===== config.mk =====
export PLATFORM = sky130hd
export DESIGN_NAME = down_timer
export DESIGN_NICKNAME = d
export VERILOG_FILES = /design/src/rtl/down_timer_pkg.sv /design/src/rtl/down_timer_prescaler.sv /design/src/rtl/down_timer.sv
export SDC_FILE = /design/constraint.sdc
export NUM_CORES = 1
export LEC_CHECK = 0
export CAP_MARGIN = 20
export CORE_AREA = 10 10 49 60
export CTS_BUF_LIST = sky130_fd_sc_hd__clkbuf_2 sky130_fd_sc_hd__clkbuf_4 sky130_fd_sc_hd__clkbuf_8
export DETAILED_ROUTE_END_ITERATION = 16
export DIE_AREA = 0 0 59 70
export PLACE_DENSITY_LB_ADDON = 0.08
export SYNTH_ARGS = -nofsm -noshare
export SYNTH_HDL_FRONTEND = slang
export SYNTH_SLANG_ARGS = --single-unit

===== constraint.sdc =====
create_clock -name clock -period 2 [get_ports clock]
set_input_delay 0.5 -clock clock [delete_from_list [all_inputs] [get_ports clock]]
set_output_delay 0.5 -clock clock [all_outputs]
set_load 0.05 [all_outputs]

===== src/rtl/down_timer_pkg.sv =====
// Shared definitions for the down_timer block: state encoding and parameter sanity limits.
package down_timer_pkg;

  typedef enum logic {
    DT_IDLE = 1'b0,
    DT_RUN  = 1'b1
  } dt_state_t;

  localparam int DT_MIN_SIZE     = 2;
  localparam int DT_MIN_PRESCALE = 1;

  function automatic bit dt_params_ok(input int size, input int prescale);
    return (size >= DT_MIN_SIZE) && (prescale >= DT_MIN_PRESCALE);
  endfunction

endpackage


===== src/rtl/down_timer_prescaler.sv =====
// Divides the clock into one tick every Prescale enabled cycles; clear forces the phase to zero.
// With Prescale=1 the phase counter is pinned at zero, so tick follows enable directly.
module down_timer_prescaler #(
  parameter int Prescale = 1
) (
  input  logic clock,
  input  logic reset,
  input  logic clear,
  input  logic enable,
  output logic tick
);

  localparam int CntW = (Prescale > 1) ? $clog2(Prescale) : 1;
  localparam logic [CntW-1:0] LastPhase = CntW'(Prescale - 1);

  logic [CntW-1:0] r_phase;
  logic            w_wrap;

  assign w_wrap = (r_phase == LastPhase);
  assign tick   = enable && w_wrap;

  always_ff @(posedge clock) begin
    if (reset || clear) begin
      r_phase <= '0;
    end else if (enable) begin
      r_phase <= w_wrap ? '0 : r_phase + CntW'(1);
    end
  end

endmodule


===== src/rtl/down_timer.sv =====
// Loadable down-counting timer with a one-cycle done pulse on expiry.
// Optional periodic auto-reload is enabled with the DOWN_TIMER_RELOAD_EN macro.
module down_timer #(
  parameter int Size     = 8,
  parameter int Prescale = 1
) (
  input  logic            clock,
  input  logic            reset,
  input  logic            load,
  input  logic [Size-1:0] data_i,
  input  logic            start,
  input  logic            abort,
  output logic [Size-1:0] data_o,
  output logic            busy,
  output logic            done
);

  import down_timer_pkg::*;

  if (!dt_params_ok(Size, Prescale)) begin : g_param_check
    $error("down_timer: Size must be >= 2 and Prescale >= 1");
  end

  dt_state_t       r_state, w_state_nxt;
  logic [Size-1:0] r_count, w_count_nxt;
  logic [Size-1:0] r_reload, w_reload_nxt;
  logic            r_done, w_done_nxt;
  logic [Size-1:0] w_eff_count;
  logic            w_clear, w_enable, w_tick;

  down_timer_prescaler #(
    .Prescale(Prescale)
  ) u_prescaler (
    .clock (clock),
    .reset (reset),
    .clear (w_clear),
    .enable(w_enable),
    .tick  (w_tick)
  );

  assign w_eff_count = load ? data_i : r_count;

  always_ff @(posedge clock) begin
    if (reset) begin
      r_state  <= DT_IDLE;
      r_count  <= '0;
      r_reload <= '0;
      r_done   <= 1'b0;
    end else begin
      r_state  <= w_state_nxt;
      r_count  <= w_count_nxt;
      r_reload <= w_reload_nxt;
      r_done   <= w_done_nxt;
    end
  end

  always_comb begin
    w_state_nxt  = r_state;
    w_count_nxt  = r_count;
    w_reload_nxt = r_reload;
    w_done_nxt   = 1'b0;
    w_clear      = 1'b0;
    w_enable     = 1'b0;
    unique case (r_state)
      DT_IDLE: begin
        // Holding the prescaler clear means the first tick lands exactly Prescale cycles after start.
        w_clear = 1'b1;
        if (load) begin
          w_count_nxt  = data_i;
          w_reload_nxt = data_i;
        end
        if (start) begin
          if (w_eff_count != '0) begin
            w_state_nxt = DT_RUN;
          end else begin
            w_done_nxt = 1'b1;
          end
        end
      end
      DT_RUN: begin
        if (abort) begin
          w_state_nxt = DT_IDLE;
          w_clear     = 1'b1;
        end else begin
          w_enable = 1'b1;
          if (w_tick) begin
            if (r_count > Size'(1)) begin
              w_count_nxt = r_count - Size'(1);
            end else begin
              w_done_nxt = 1'b1;
`ifdef DOWN_TIMER_RELOAD_EN
              if (r_reload != '0) begin
                w_count_nxt = r_reload;
              end else begin
                w_count_nxt = '0;
                w_state_nxt = DT_IDLE;
              end
`else
              w_count_nxt = '0;
              w_state_nxt = DT_IDLE;
`endif
            end
          end
        end
      end
      default: begin
        w_state_nxt = DT_IDLE;
      end
    endcase
  end

  assign data_o = r_count;
  assign busy   = (r_state == DT_RUN);
  assign done   = r_done;

endmodule


After elaboration in Yosys (flattened, before gate mapping)
Cells that the tools add are included.
Operators by class
  add/subtract/negate cells: 2
  order comparisons: 1
  equal/unequal tests: 2
  mux-type cells: 22
  bitwise gates (word level): 2
  reductions and logical operators: 4
Operator list (number)
  $mux 8: 4
  $pmux 8 s2: 1
  $mux 1: 14
  $gt 8x1->1 const B: 1
  $reduce_bool 8->1: 1
  $sub 8x1->8 const B: 1
  $pmux 1 s2: 3
  $ne 2x1->1 const B: 1
  $ne 2x2->1 const B: 1
  $not 1->1: 2
  $reduce_and 2->1: 1
  $add 1x1->1 const B: 1
  $logic_and 1x1->1: 1
  $logic_or 1x1->1: 1
Storage, ports and cells
  bits in registers: 11
  input bits: 13
  word-level logic and storage cells: 37

Depth between registers and ports, before layout
Gate-level depths: netlist (run 1).
  depth after elaboration: 6
  gate-level depth with buffers: 6
  mapped depth without buffers: 6

By module
From an unflattened synthesis (run 1), not the netlist that was laid out.
Second synthesis, totals
  cells, all modules: 83
  area, all modules: 693.2 sq um
Modules (own cells, without submodules)
  down_timer: times used 1, cells each 82, area each 685.7 sq um
  down_timer_prescaler: times used 1, cells each 1, area each 7.5 sq um

Worst setup path after synthesis (run 1)
OpenSTA, ideal clock, no wires.
  kind: reg2reg
  from: register r_count[2] (netlist: data_o[2])
  to: register r_count[1] (netlist: data_o[1])
  arrival time: 1.933 ns
  required time: 1.872 ns
  slack: -0.061 ns
  stages on the path, launching flop included: 5
  period minus slack after synthesis: 2.061 ns
  cells stage by stage: dfxtp_1 or4_1 o41a_1 a222oi_1 nor2_1
Between the ends
  longest elaborated chain between the ends: 5
Ends and longest elaborated chain
  from (decl): RTL line down_timer.sv:25  | logic [Size-1:0] r_count, w_count_nxt;
  from (signal assigned): RTL line down_timer.sv:51  | r_count <= w_count_nxt;
  $gt 8x1->1: RTL line down_timer.sv:87  | if (r_count > Size'(1)) begin
  $mux 8: RTL line down_timer.sv:87
  $mux 8: RTL line down_timer.sv:86  | if (w_tick) begin
  $mux 8: RTL line down_timer.sv:81  | if (abort) begin
  $pmux 8 s2: RTL line down_timer.sv:64  | unique case (r_state)
No other way between the ends. The select of a mux whose other input is x is not followed.
A chain may end at the register's enable or synchronous reset.

Worst setup path after layout (run 1)
  from: input data_i[4]
  to: register r_done (netlist: done)
Between the ends
  longest elaborated chain between the ends: 5
Ends and longest elaborated chain
  from (decl): RTL line down_timer.sv:10  | input logic [Size-1:0] data_i,
  $mux 8
  $reduce_bool 8->1: RTL line down_timer.sv:73  | if (w_eff_count != '0) begin
  $mux 1: RTL line down_timer.sv:73
  $mux 1: RTL line down_timer.sv:72  | if (start) begin
  $pmux 1 s2: RTL line down_timer.sv:64
  to (signal assigned): RTL line down_timer.sv:53  | r_done <= w_done_nxt;
  to (decl): RTL line down_timer.sv:27  | logic r_done, w_done_nxt;
No other way between the ends.

==> results.ini, run 1 <==
[outcome]
status=completed

[cts]
cts_tree=built
insertion_delay_ns=0.28
cts_resized=0
cts_hold_buf=0
cts-root-buf=clkbuf_4
cts_buffers=3
cts.sinks=10
clkTransAtPathRegs_ns=0.08
cts_buffer_depth=2
cts_max_level=1
cts_setup_buffers=0

[drt]
drt-total-wl_um=2160
drc_errors=0
wl_per_cell_um=16.6
via_per_inst=5.69
first_pass_iters=5
num_vias=740
drt_iter0_markers=55
ant_nets=0

[yosys]
synth_mux_area_share_pct=0
synth.distinct_cells=31
synth_top_family_by_area=compound AO/OA/AOI/OAI gates
avgSynthCellArea_um2=8.27
synth_top_area_share_pct=32.7
synth-seq-cells=10
synth-simple-area-share_pct=26.2
synth_top_cells_by_area=dfxtp_1 (33%), a222oi_1 (6.5%), xor2_1 (5.7%)
async_flop_share_pct=0
synth_fa_ha_area_share_pct=4.09
synth_nets=89
seq_area_frac_synth_pct=32.7
synth_edf_count=0
yosysWarnings=0
yosysMostFrequentCell=dfxtp_1
yosysTopAreaCell=dfxtp_1
synth-compound-area-share_pct=26.2
synthCells=74
synth_ff_type=dfxtp_1
synth_area_um2=612
synth_common_cells=dfxtp_1 (10), nor2_1 (7), inv_1 (5), o21ai_0 (5)
synth-xor-area-share_pct=5.73

[sta]
final-hold-violation-count=0
finalCriticalPeriod_ns=1.96
clock_skew_ns=0.00503
holdWs_ns=0.551
min_period_over_period_pct=97.8
worst_pin_slew_ns=0.661
drv_slew=0
fin_setup_tns_ns=0
slew_headroom_pct=55.5
setup_viol=0
max_freq_ghz=0.511

[global_routing]
antenna_found_initial=0
first_global_vias=773
grt_max_degree=9
globalRouteMet3Util_pct=4.70
track_usage_pct=10.9
gr-usage-met1_pct=11.1
grt_overflow=0
use_met2_pct=17.6
grt_pass1_wl_um=3590
top_usage_layer=met2

[pwr]
vdd_drop_max_v=0.000457
leakagePower_nw=0.408
p_per_area_mw_per_mm2=799

[setup_path]
worst_setup_path_start_kind=input port
cp_cell_sequence=clkdlybuf4s50_1 -> or4b_2 -> o31ai_2 -> nand4_1 -> a21oi_1
required_ns=2.21
crit_fanout=2
cp_slowest_stage_delay_ns=0.71
criticalPathCategory=in2reg
critical_path.slowest_cell=or4b_2
worstPathArrival_ns=2.17
cp-end-kind=flip-flop

[finish]
syn_to_final_growth_pct=57.5
drive_gt1_share_pct=28.2
final_cell_area_um2=963
insertedDiodeCount=0
fin_util_pct=50.9
final_nets=126
final_cells=130

[die]
die_h_um=70
rows=18
top_level_ports=23
coreArea_mm2=0.00189
dieArea_mm2=0.00413
die_x_um=59
start_util_pct=32.3

[place]
place_area_um2=922
dp.final_hpwl_um=1670
io_buffers=22
dp_cells=126
gp_routability_congestion=0.826

[run]
max_cap_viol_count=0

[hold_path]
hold_path.class=reg2reg

per-stage QoR:
stage	power (W)	worst slack [ns]
3_3_place_gp	0.000578	-0.271
4_1_cts	0.000773	0.0327
3_5_place_dp	0.000576	-0.270
2_1_floorplan	0.000447	0.00858
5_1_grt	0.000818	-0.000740
6_report	0.000770	0.0448
flip-flops by register name, summed over array words and instances (netlist names):
| signal | cells |
|---|---|
| data_o | 8 |
| busy | 1 |
| done | 1 |
final cells by class:
type                       instances  area, um2
tap                               20       25.0
timing repair buffer              35        295
inverter                           5       18.8
clock buffer                       4       36.3
multi-input combinational         56        385
fill                             184        928
sequential                        10        203
layout by cell type (no fill, tap or decap), drive strengths merged, types with 2 or more instances in the layout:
master and count:
nor4 3, inv 5, or4 3, nor2 7
nor2b 2, a21oi 4, a222oi 4, clkbuf 4
buf 22, nand2 3, dfxtp 10, a22oi 2
clkdlybuf4s50 13, xor2 4, nor3 2, ha 2
o21ai 5
path summary, 6_finish.rpt:
kind | from | to | slack [ns] | cells after the start
worst max register to register | data_o[2] | data_o[1] | 0.08 | 4
worst min register to register | data_o[7] | data_o[7] | 0.55 | 2
worst max-delay path | data_i[4] | done | 0.04 | 5
worst min-delay path | data_o[7] | data_o[7] | 0.55 | 2
per-layer routing:
layer | share of wire (%) | vias to the layer above
met5 | 0 | -
met4 | 2.9 | 0
met3 | 9.7 | 6
met2 | 47 | 38
met1 | 40 | 335
li1 | - | 361
worst max-delay path: cells and delay by family:
| kind | cells | cell delay [ns] |
|---|---|---|
| simple gates | 2 | 0.84 |
| buf+inv | 1 | 0.42 |
| compound gates | 2 | 0.40 |
kinds of logic (layout without fill, tap and decap cells):
kind of cell	after synthesis	count (layout)
AND/OR/NAND/NOR	28	28
AO/OA/AOI/OAI	22	22
flip-flops	10	10
buffers and inverters	8	44
XOR/XNOR	4	4
adder cells (fa/ha/maj)	2	2
report_power, final:
group          switching (W)  leakage [nW]  internal [W]
Combinational       0.000193         0.304      0.000143
Sequential         0.0000190        0.0831      0.000220
Clock              0.0000846        0.0210      0.000111
Power figures use the tool's default switching activity.
==> run 2, diff against run 1 <==
--- a/config.mk
+++ b/config.mk
@@ -6,11 +6,12 @@
 export NUM_CORES = 1
 export LEC_CHECK = 0
 export CAP_MARGIN = 20
-export CORE_AREA = 10 10 49 60
+export CORE_AREA = 2 2 41 52
 export CTS_BUF_LIST = sky130_fd_sc_hd__clkbuf_2 sky130_fd_sc_hd__clkbuf_4 sky130_fd_sc_hd__clkbuf_8
 export DETAILED_ROUTE_END_ITERATION = 16
-export DIE_AREA = 0 0 59 70
+export DIE_AREA = 0 0 43 54
 export PLACE_DENSITY_LB_ADDON = 0.08
+export RECOVER_POWER = 50
 export SYNTH_ARGS = -nofsm -noshare
 export SYNTH_HDL_FRONTEND = slang
 export SYNTH_SLANG_ARGS = --single-unit
==> run 2 against run 1 <==
  * Total power is 9.5% lower
  * Fmax is 0.61% lower
  * Clock power is 28% lower
  * Non-clock buffer count stayed put
  * First-iteration DRC count is 45% lower
  * Register-to-register slack hardly changed
  * Die area is 44% lower
  * Cell area is 5.3% lower
  * Critical path depth stayed put
  * Utilization is 2.7 points lower
  * Largest cell class unchanged
==> results.ini, run 2 (synthesis results as in run 1) <==
[drt]
via_per_inst=5.56  ; -2.4%
drt-total-wl_um=1960  ; -9.1%
ant_nets=0  ; unchanged
num_vias=717  ; -3.1%
first_pass_iters=4  ; -1
drt_iter0_markers=30  ; -45%
wl_per_cell_um=15.2  ; -8.4%
drc_errors=0  ; unchanged

[setup_path]
cp_cell_sequence=clkdlybuf4s50_1 -> or4b_2 -> o31ai_2 -> and3_1 -> o41ai_1
worst_setup_path_start_kind=input port
criticalPathCategory=in2reg
critical_path.slowest_cell=or4b_2
startpoint=data_i[4]
crit-reg2reg-launch=data_o[2]
crit_fanout=2  ; unchanged
cp-end-kind=flip-flop
worstPathArrival_ns=2.11  ; -0.06 ns
required_ns=2.15  ; -0.06 ns
cp_slowest_stage_delay_ns=0.71  ; about the same

[sta]
setup_viol=0  ; unchanged
max_freq_ghz=0.508  ; -0.61%
final-hold-violation-count=0  ; unchanged
drv_slew=0  ; unchanged
rsz0062_at_grt=false
min_period_over_period_pct=98.4  ; +0.60 points
timing.final.ws_setup_ns=0.0328  ; -0.0119 ns
finalCriticalPeriod_ns=1.97  ; +0.0119 ns
slew_headroom_pct=51.9  ; -3.6 points
fin_setup_tns_ns=0  ; unchanged
worst_pin_slew_ns=0.714  ; +0.0532 ns
clock_skew_ns=0.00668  ; +0.00165 ns

[cts]
insertion_delay_ns=0.27  ; about the same
cts-root-buf=clkbuf_4
clkTransAtPathRegs_ns=0.07  ; about the same
cts_buffer_depth=2  ; unchanged
cts.sinks=10  ; unchanged
cts_hold_buf=0  ; unchanged
cts_buffers=3  ; unchanged
cts_max_level=1  ; unchanged
cts_tree=built
cts_setup_buffers=0  ; unchanged

[finish]
final_common_cell=clkdlybuf4s50_1
final_nets=126  ; unchanged
insertedDiodeCount=0  ; unchanged
layout_common_cells=clkdlybuf4s50_1 (13), buf_4 (12), clkbuf_1 (10)
drive_gt1_share_pct=18.3  ; -9.8 points
largest_reg_flops=8  ; unchanged
syn_to_final_growth_pct=49.1

[outcome]
status=completed

[global_routing]
antenna_found_initial=0  ; unchanged
track_usage_pct=18.4  ; +7.5 points
grt_pass1_wl_um=3110  ; -14%
grt_overflow=0  ; unchanged
first_global_vias=694  ; -10%
grt_max_degree=9  ; unchanged

[place]
io_buffers=22  ; unchanged
dp.final_hpwl_um=1510  ; -10%
gp_routability_congestion=0.844  ; +2.2%
post-place-ws_ns=-0.283  ; -0.0129 ns

[die]
dieArea_mm2=0.00232  ; -44%
die_x_um=43  ; -27%
die_h_um=54  ; -23%
top_level_ports=23  ; unchanged
start_util_pct=32.3  ; unchanged
rows=18  ; unchanged
coreArea_mm2=0.00189  ; unchanged

[hold_path]
hold_path.class=reg2reg
hp-start=data_o[7]

[pwr]
seqPwrFrac_pct=34.5  ; +3.5 points
p_int_w=0.000414  ; -13%
pwr-share-comb_pct=45.2  ; +1.6 points
leakagePower_nw=0.360  ; -12%
swShare_pct=40.6  ; +2.1 points
vdd_drop_max_v=0.000352  ; -23%
p_clk_share_pct=20.4  ; -5.0 points
p_per_area_mw_per_mm2=764  ; -4.4%
netSwitchingPower_w=0.000283  ; -4.7%

[run]
max_cap_viol_count=0  ; unchanged

run 2: final timing paths:
check / end / slack [ns] / depth (start not counted)
worst max-delay path: busy / 0.03 / 5
worst min register to register: data_o[7] / 0.56 / 2
worst min-delay path: data_o[7] / 0.56 / 2
worst max register to register: data_o[3] / 0.09 / 4
run 2: power by group through the flow:
stage	clock network, W	registers (W)	logic, W
floorplan	0	0.000319	0.000128
global placement	0	0.000245	0.000332
detailed placement	0	0.000245	0.000331
CTS	0.000148	0.000241	0.000332
global route	0.000155	0.000243	0.000340
finish	0.000142	0.000240	0.000315
run 2: layer usage:
layer,global-route usage [%],vias up,share of wire [%]
met4,14.6,0,4.5
li1,-,359,-
met2,31.1,31,46
met3,2.68,9,5.4
met5,0,-,0
met1,20.8,318,44
run 2: through the flow:
step / cell area, um2 / cells / hold slack, ns / utilization, % / power, W
finish: 912 / 129 / 0.561 / 48.2 / 0.000697
CTS: 950 / 129 / 0.565 / 50.2 / 0.000721
global route: 912 / 129 / 0.603 / 48.2 / 0.000737
floorplan: 614 / 74 / 0.636 / - / 0.000447
detailed placement: 922 / 126 / 0.555 / 48.7 / 0.000576
global placement: 922 / 126 / 0.545 / 48.7 / 0.000577
run 2: layout make-up:
cell class,instances,area (um2)
inverters,5,18.8
fillers,208,980
multi-input cells,56,385
clock buffers,3,22.5
well taps,20,25.0
flip-flops and latches,10,203
repair buffers,35,258
run 2: worst max-delay path, delay by kind of cell:
kind	cells	cell delay, ns
buf+inv	1	0.42
simple gates	2	0.90
compound gates	2	0.29
run 2: repair_timing:
item                                    in CTS  in global routing
endpoints found under the setup margin       2                  5
pin swaps                                    0                  2
gates resized for setup                      1                  0
